[src/rtl/hazard_pkg.sv]
// Shared encodings and helpers for the pipeline hazard controller.
package hazard_pkg;

    // Multiply sequencer states
    localparam logic [0:0] IDLE = 1'b0;
    localparam logic [0:0] MUL  = 1'b1;

    // Operand-forwarding selects for the Execute-stage ALU inputs
    localparam logic [1:0] FWD_RF  = 2'b00;
    localparam logic [1:0] FWD_WB  = 2'b01;
    localparam logic [1:0] FWD_MEM = 2'b10;

    // Memory-stage result is younger than Writeback, so it wins on a tie.
    function automatic logic [1:0] fwdSel(
        input logic [3:0] ra,
        input logic [3:0] wa3M,
        input logic [3:0] wa3W,
        input logic       regWriteM,
        input logic       regWriteW
    );
        if (regWriteM && (wa3M == ra))      return FWD_MEM;
        else if (regWriteW && (wa3W == ra)) return FWD_WB;
        else                                return FWD_RF;
    endfunction

endpackage

[src/rtl/hazard_unit_mul_seq.sv]
// Multi-cycle multiply sequencer: holds the op in Execute for MUL_CYCLES
// cycles, freezing in place while data memory is waiting.
module mul_seq
    import hazard_pkg::*;
#(
    parameter int MUL_CYCLES = 4,
    parameter int CNT_W      = 4
) (
    input  logic clk,
    input  logic reset,
    input  logic mulStart,
    input  logic freeze,
    output logic MulStall,
    output logic MulBusy,
    output logic MulDoneE
);

    // The start cycle and the done cycle are both spent in Execute, hence -2.
    localparam int               LOAD_VAL = (MUL_CYCLES > 1) ? MUL_CYCLES - 2 : 0;
    localparam logic [CNT_W-1:0] CNT_LOAD = CNT_W'(LOAD_VAL);

    logic [0:0]       state, nextState;
    logic [CNT_W-1:0] cnt, nextCnt;

    assign MulBusy = (state == MUL);

    // Next-state / stall / done decode; a frozen pipe holds the count.
    always_comb begin
        nextState = state;
        nextCnt   = cnt;
        MulStall  = 1'b0;
        MulDoneE  = 1'b0;
        case (state)
            IDLE: begin
                if (mulStart) begin
                    if (MUL_CYCLES > 1) begin
                        // Start is accepted even under freeze; only decrements wait.
                        MulStall  = 1'b1;
                        nextState = MUL;
                        nextCnt   = CNT_LOAD;
                    end else if (freeze) begin
                        MulStall = 1'b1;
                    end else begin
                        MulDoneE = 1'b1;
                    end
                end
            end
            MUL: begin
                if (freeze) begin
                    MulStall = 1'b1;
                end else if (cnt != '0) begin
                    MulStall = 1'b1;
                    nextCnt  = cnt - 1'b1;
                end else begin
                    MulDoneE  = 1'b1;
                    nextState = IDLE;
                end
            end
            default: nextState = IDLE;
        endcase
        if (reset) begin
            MulStall = 1'b0;
            MulDoneE = 1'b0;
        end
    end

    // State and counter registers; reset abandons any op in flight.
    always_ff @(posedge clk) begin
        if (reset) begin
            state <= IDLE;
            cnt   <= '0;
        end else begin
            state <= nextState;
            cnt   <= nextCnt;
        end
    end

endmodule

[src/rtl/hazard_unit.sv]
// Hazard/sequencing controller for the 5-stage core: forwarding selects,
// stall/flush strobes, multiply sequencing and a stall-cycle counter.
module hazard_unit
    import hazard_pkg::*;
#(
    parameter int MUL_CYCLES = 4,
    parameter int CNT_W      = 4,
    parameter int PERF_W     = 16
) (
    input  logic              clk,
    input  logic              reset,
    input  logic [3:0]        RA1D,
    input  logic [3:0]        RA2D,
    input  logic [3:0]        RA1E,
    input  logic [3:0]        RA2E,
    input  logic [3:0]        WA3E,
    input  logic [3:0]        WA3M,
    input  logic [3:0]        WA3W,
    input  logic              RegWriteM,
    input  logic              RegWriteW,
    input  logic              MemToRegE,
    input  logic              PCSrcD,
    input  logic              PCSrcE,
    input  logic              PCSrcM,
    input  logic              PCSrcW,
    input  logic              BranchTakenE,
    input  logic              MulStartE,
    input  logic              MemReqM,
    input  logic              MemReadyM,
    output logic [1:0]        ForwardAE,
    output logic [1:0]        ForwardBE,
    output logic              StallF,
    output logic              StallD,
    output logic              StallE,
    output logic              StallM,
    output logic              FlushD,
    output logic              FlushE,
    output logic              FlushM,
    output logic              FlushW,
    output logic              MulBusy,
    output logic              MulDoneE,
    output logic [PERF_W-1:0] StallCnt
);

    logic ldStall, pcPend, memStall, mulStall;

    assign ldStall  = MemToRegE & ((RA1D == WA3E) | (RA2D == WA3E));
    assign pcPend   = PCSrcD | PCSrcE | PCSrcM;
    assign memStall = MemReqM & ~MemReadyM;

    mul_seq #(
        .MUL_CYCLES (MUL_CYCLES),
        .CNT_W      (CNT_W)
    ) uMulSeq (
        .clk      (clk),
        .reset    (reset),
        .mulStart (MulStartE),
        .freeze   (memStall),
        .MulStall (mulStall),
        .MulBusy  (MulBusy),
        .MulDoneE (MulDoneE)
    );

    // Forwarding plus the stall/flush priority mux: memory wait > multiply > normal.
    always_comb begin
        ForwardAE = FWD_RF;
        ForwardBE = FWD_RF;
        StallF    = 1'b0;
        StallD    = 1'b0;
        StallE    = 1'b0;
        StallM    = 1'b0;
        FlushD    = 1'b0;
        FlushE    = 1'b0;
        FlushM    = 1'b0;
        FlushW    = 1'b0;
        if (!reset) begin
            ForwardAE = fwdSel(RA1E, WA3M, WA3W, RegWriteM, RegWriteW);
            ForwardBE = fwdSel(RA2E, WA3M, WA3W, RegWriteM, RegWriteW);
            if (memStall) begin
                // Whole pipe frozen; Writeback retires into a bubble.
                StallF = 1'b1;
                StallD = 1'b1;
                StallE = 1'b1;
                StallM = 1'b1;
                FlushW = 1'b1;
            end else if (mulStall) begin
                // Multiply occupies Execute; Memory receives bubbles.
                StallF = 1'b1;
                StallD = 1'b1;
                StallE = 1'b1;
                FlushM = 1'b1;
            end else begin
                StallF = ldStall | pcPend;
                StallD = ldStall;
                FlushD = pcPend | PCSrcW | BranchTakenE;
                FlushE = ldStall | BranchTakenE;
            end
        end
    end

    // Saturating count of fetch-stall cycles.
    always_ff @(posedge clk) begin
        if (reset)
            StallCnt <= '0;
        else if (StallF && (StallCnt != '1))
            StallCnt <= StallCnt + 1'b1;
    end

endmodule

[config.mk]
export PLATFORM = sky130hd
export DESIGN_NAME = hazard_unit
export DESIGN_NICKNAME = d
export VERILOG_FILES = /design/src/rtl/hazard_pkg.sv /design/src/rtl/hazard_unit_mul_seq.sv /design/src/rtl/hazard_unit.sv
export SDC_FILE = /design/constraint.sdc
export NUM_CORES = 1
export LEC_CHECK = 0
export CORE_MARGIN = 1.5
export CORE_UTILIZATION = 44
export CTS_CLUSTER_DIAMETER = 30
export DETAILED_ROUTE_END_ITERATION = 7
export GPL_TIMING_DRIVEN = 1
export HOLD_SLACK_MARGIN = 0.05
export PLACE_DENSITY = 0.85
export SLEW_MARGIN = 20
export SYNTH_ARGS = -nofsm -noshare
export SYNTH_HDL_FRONTEND = slang
export SYNTH_SLANG_ARGS = --single-unit
[constraint.sdc]
create_clock -name clk -period 6.8 [get_ports clk]
set_input_delay 0.68 -clock clk [delete_from_list [all_inputs] [get_ports clk]]
set_output_delay 0.68 -clock clk [all_outputs]
set_load 0.02 [all_outputs]
==> impl_results.md <==
* CP Launch Type: input pin
* Crit path depth at 6
* Sequential fraction of the synthesis area at 28.8%
* Max cap viols at 0
* Kind of critical path: in2out
* Post-synth top area cell: dfxtp_1
* Sequential Power Share at 46.2%
* CORE AREA at 3100 um^2
* Synth-to-Final Area Change at 51.2%
* Utilization after layout at 71.2%
* Worst slew margin at 67.2%
* Dpl ws at 3270 ps
* Final worst slack at 3270 ps
* Post-DP HPWL at 2800 um
* Critical Path End: StallF
* FMAX at 0.283 GHz
* Synth Instances at 184
* Worst r2r path cells at 8
* Vias at 1525
* Pin count of the biggest net entering global routing at 38
* DRC violations left at 0
* Ant. Diodes at 0
* Comb power frac at 33.3%
* Met3 usage at 5.33%
* I/O Buffers at 70
* Initial DRC count at 61
* Hold/Removal Path Class: reg2reg
* Number of flops mapped to enable cells by yosys at 0
* Crit-path cells: clkdlybuf4s50_1 > nand2b_4 > a311o_1 > and3_1 > a21oi_1 > clkdlybuf4s50_1
* Tcrit/Tclk final at 52.0%
* Primary FF master, synth: dfxtp_1
* Postcts setup bufs at 0
* Reg clk slew, reported paths at 110 ps
* Status: complete, no violations
* Final net count at 295
* Worst path arrival time at 2850 ps
* Total track usage at 21.0%
* Critical path endpoint category: primary output
* Net Sw Frac at 29.9%
* Synth Register Bits at 21
* Met1 Resource Use GR at 26.2%
* Count of pins over their slew limit at 0
* Initial Utilization at 47.1%
* CP Launch Point: MemReqM
* Hold Fails Final Rpt at 0
* First-pass GRT wire length at 5900 um
* Initial antenna violation count at 0
* Top Ports at 71
* Congestion Overflow GR at 0
* Syn_nets at 227
* Max rail drop VDD at 73.0 uV
* Post-CTS Resized at 0
* Vias per cell at 5.17
* Clock Tree Root: clkbuf_4
* CP Data Required Time at 6120 ps
* Count leader, synth: nor2_1
* Gpl congestion at 0.809
* CP max stage cell: clkdlybuf4s50_1
* Layout cells sized above 1 at 5.18%
* Mean Syn Cell Area at 7.94 um^2
* Drt pass-1 iters at 4
* Area after DPL at 2180 um^2
* Clock buffer depth at 2
* GR Util met2 at 34.9%
* Die area at 3680 um^2
* Leak pwr at 0.822 nW
* Fin Setup TNS at 0 ps
* CP max FO at 10
* Power Dens Cells at 132 nW/um^2
* Worst path max stage delay at 620 ps
* R2r setup slk at 4290 ps
* Crit path max-delay family: buffers and inverters
* Num CTS Buffers at 3
* Crit-path most repeated cell: clkdlybuf4s50_1
* Ys async rst share at 0%
* Hold_buf cts at 0
* Die width at 60.6 um
* Final setup fails at 0
* Yosys cell types at 36
* R2r endpoint: StallCnt[11]
* Sw power at 0.0000871 W
* Die height at 60.6 um
* Routed wire length per instance at 11.9 um
* Clock Latency Late Sink at 300 ps
* Worst-margin pin slew at 487 ps
* Number of global-route vias before repair at 1419
* Hold slack at 502 ps
* Row Count at 20
* Yosys top cell area share at 28.8%
* Post-synth top cells: nor2_1 (26), xor2_1 (22), dfxtp_1 (21)
* GR peak layer: met2
* Clk pwr share at 20.5%
* WL final at 3510 um
* Ranking of synthesized cells by area: dfxtp_1 (29%), xor2_1 (13%), nor2_1 (6.7%)
* RSZ-0062 raised after global routing: false
* Routed Antenna Nets at 0
* CP bufs+invs at 2
* H-tree lvl count at 1
* Yosys Warn Count at 0
* Final min period at 3530 ps
* Clk_skew at 8.97 ps
* Worst R2R Start: uMulSeq.cnt[0]
* Post-route cell area at 2210 um^2
* # clock sinks at 21
* Syn Std Cell Area at 1460 um^2
* Internal at 0.000204 W
* CTS tree: done
==> worst register-to-register path, delay by kind of cell (launching register included) <==
kind,cells,cell delay [ps]
fa+ha+maj,1,210
flops,1,380
simple gates,3,720
mux,1,350
buf+inv,1,70
compound gates,2,680
==> area by class of cell <==
class                   count  area [um^2]
multi-input cells         149          973
fillers                   277          893
repair buffers             72          716
flip-flops and latches     21          420
well taps                  44         55.1
clock buffers               4         26.3
inverters                   5         18.8
==> placed cells by master (no fill, tap or decap), types with 2 or more instances in the layout <==
master and count:
ha_1 2, a22oi_1 2, and3_1 5, clkdlybuf4s50_1 70, nor2b_1 3, clkbuf_4 3, a31o_2 3, nor4_1 2
nor2_1 26, a211oi_1 8, xnor2_1 10, xor2_1 22, a21oi_1 8, nor3_1 9, or3_1 2, dfxtp_1 21
nor3b_1 3, mux2i_1 3, nand4_1 3, nand2b_1 3, mux2_2 2, o21ai_0 6, nand3_1 11, buf_4 2
nand2_1 7, inv_1 5
==> stage by stage <==
step,total power (W),instances
after detailed placement,0.000235,291
after CTS,0.000294,295
after global routing,0.000310,295
final,0.000292,295
after floorplan,0.000187,184
after global placement,0.000233,291
==> how the worst min path moves through the flow <==
stage | depth (start not counted) | slack (ps) | from | endpoint
global placement | 2 | 460 | uMulSeq.cnt[0] | uMulSeq.cnt[0]
finish | 2 | 500 | uMulSeq.cnt[0] | uMulSeq.cnt[0]
floorplan | 2 | 450 | uMulSeq.cnt[0] | uMulSeq.cnt[0]
detailed placement | 2 | 480 | uMulSeq.cnt[0] | uMulSeq.cnt[0]
CTS | 2 | 500 | uMulSeq.cnt[0] | uMulSeq.cnt[0]
global route | 2 | 510 | uMulSeq.cnt[0] | uMulSeq.cnt[0]
==> power groups by stage <==
stage	Sequential [W]	Clock [W]	Combinational [W]
after floorplan	0.000138	0	0.0000490
after global placement	0.000137	0	0.0000955
after detailed placement	0.000137	0	0.0000974
after CTS	0.000134	0.0000618	0.0000978
after global routing	0.000136	0.0000674	0.000107
final	0.000135	0.0000599	0.0000971
==> layer usage <==
metal  vias up  wire (um)
met1       682       1520
met4         0         53
met3         5        281
li1        780          -
met2        58       1650
met5         -          0
==> logic make-up after synthesis <==
group,Yosys count,synth area share (%)
and+or+nand+nor,78,27.5
AOI/OAI and AO/OA,32,14.6
xor gates and xnor gates,32,19.2
DFF,21,28.8
buffers and inverters,14,4.62
muxes,5,3.60
adders and majority gates,2,1.71
==> state kept, by name, summed over array words and instances, names as in the netlist <==
name and cells:
uMulSeq.cnt 4, uMulSeq.MulBusy 1, StallCnt 16
(Power assumes the default switching activity.)
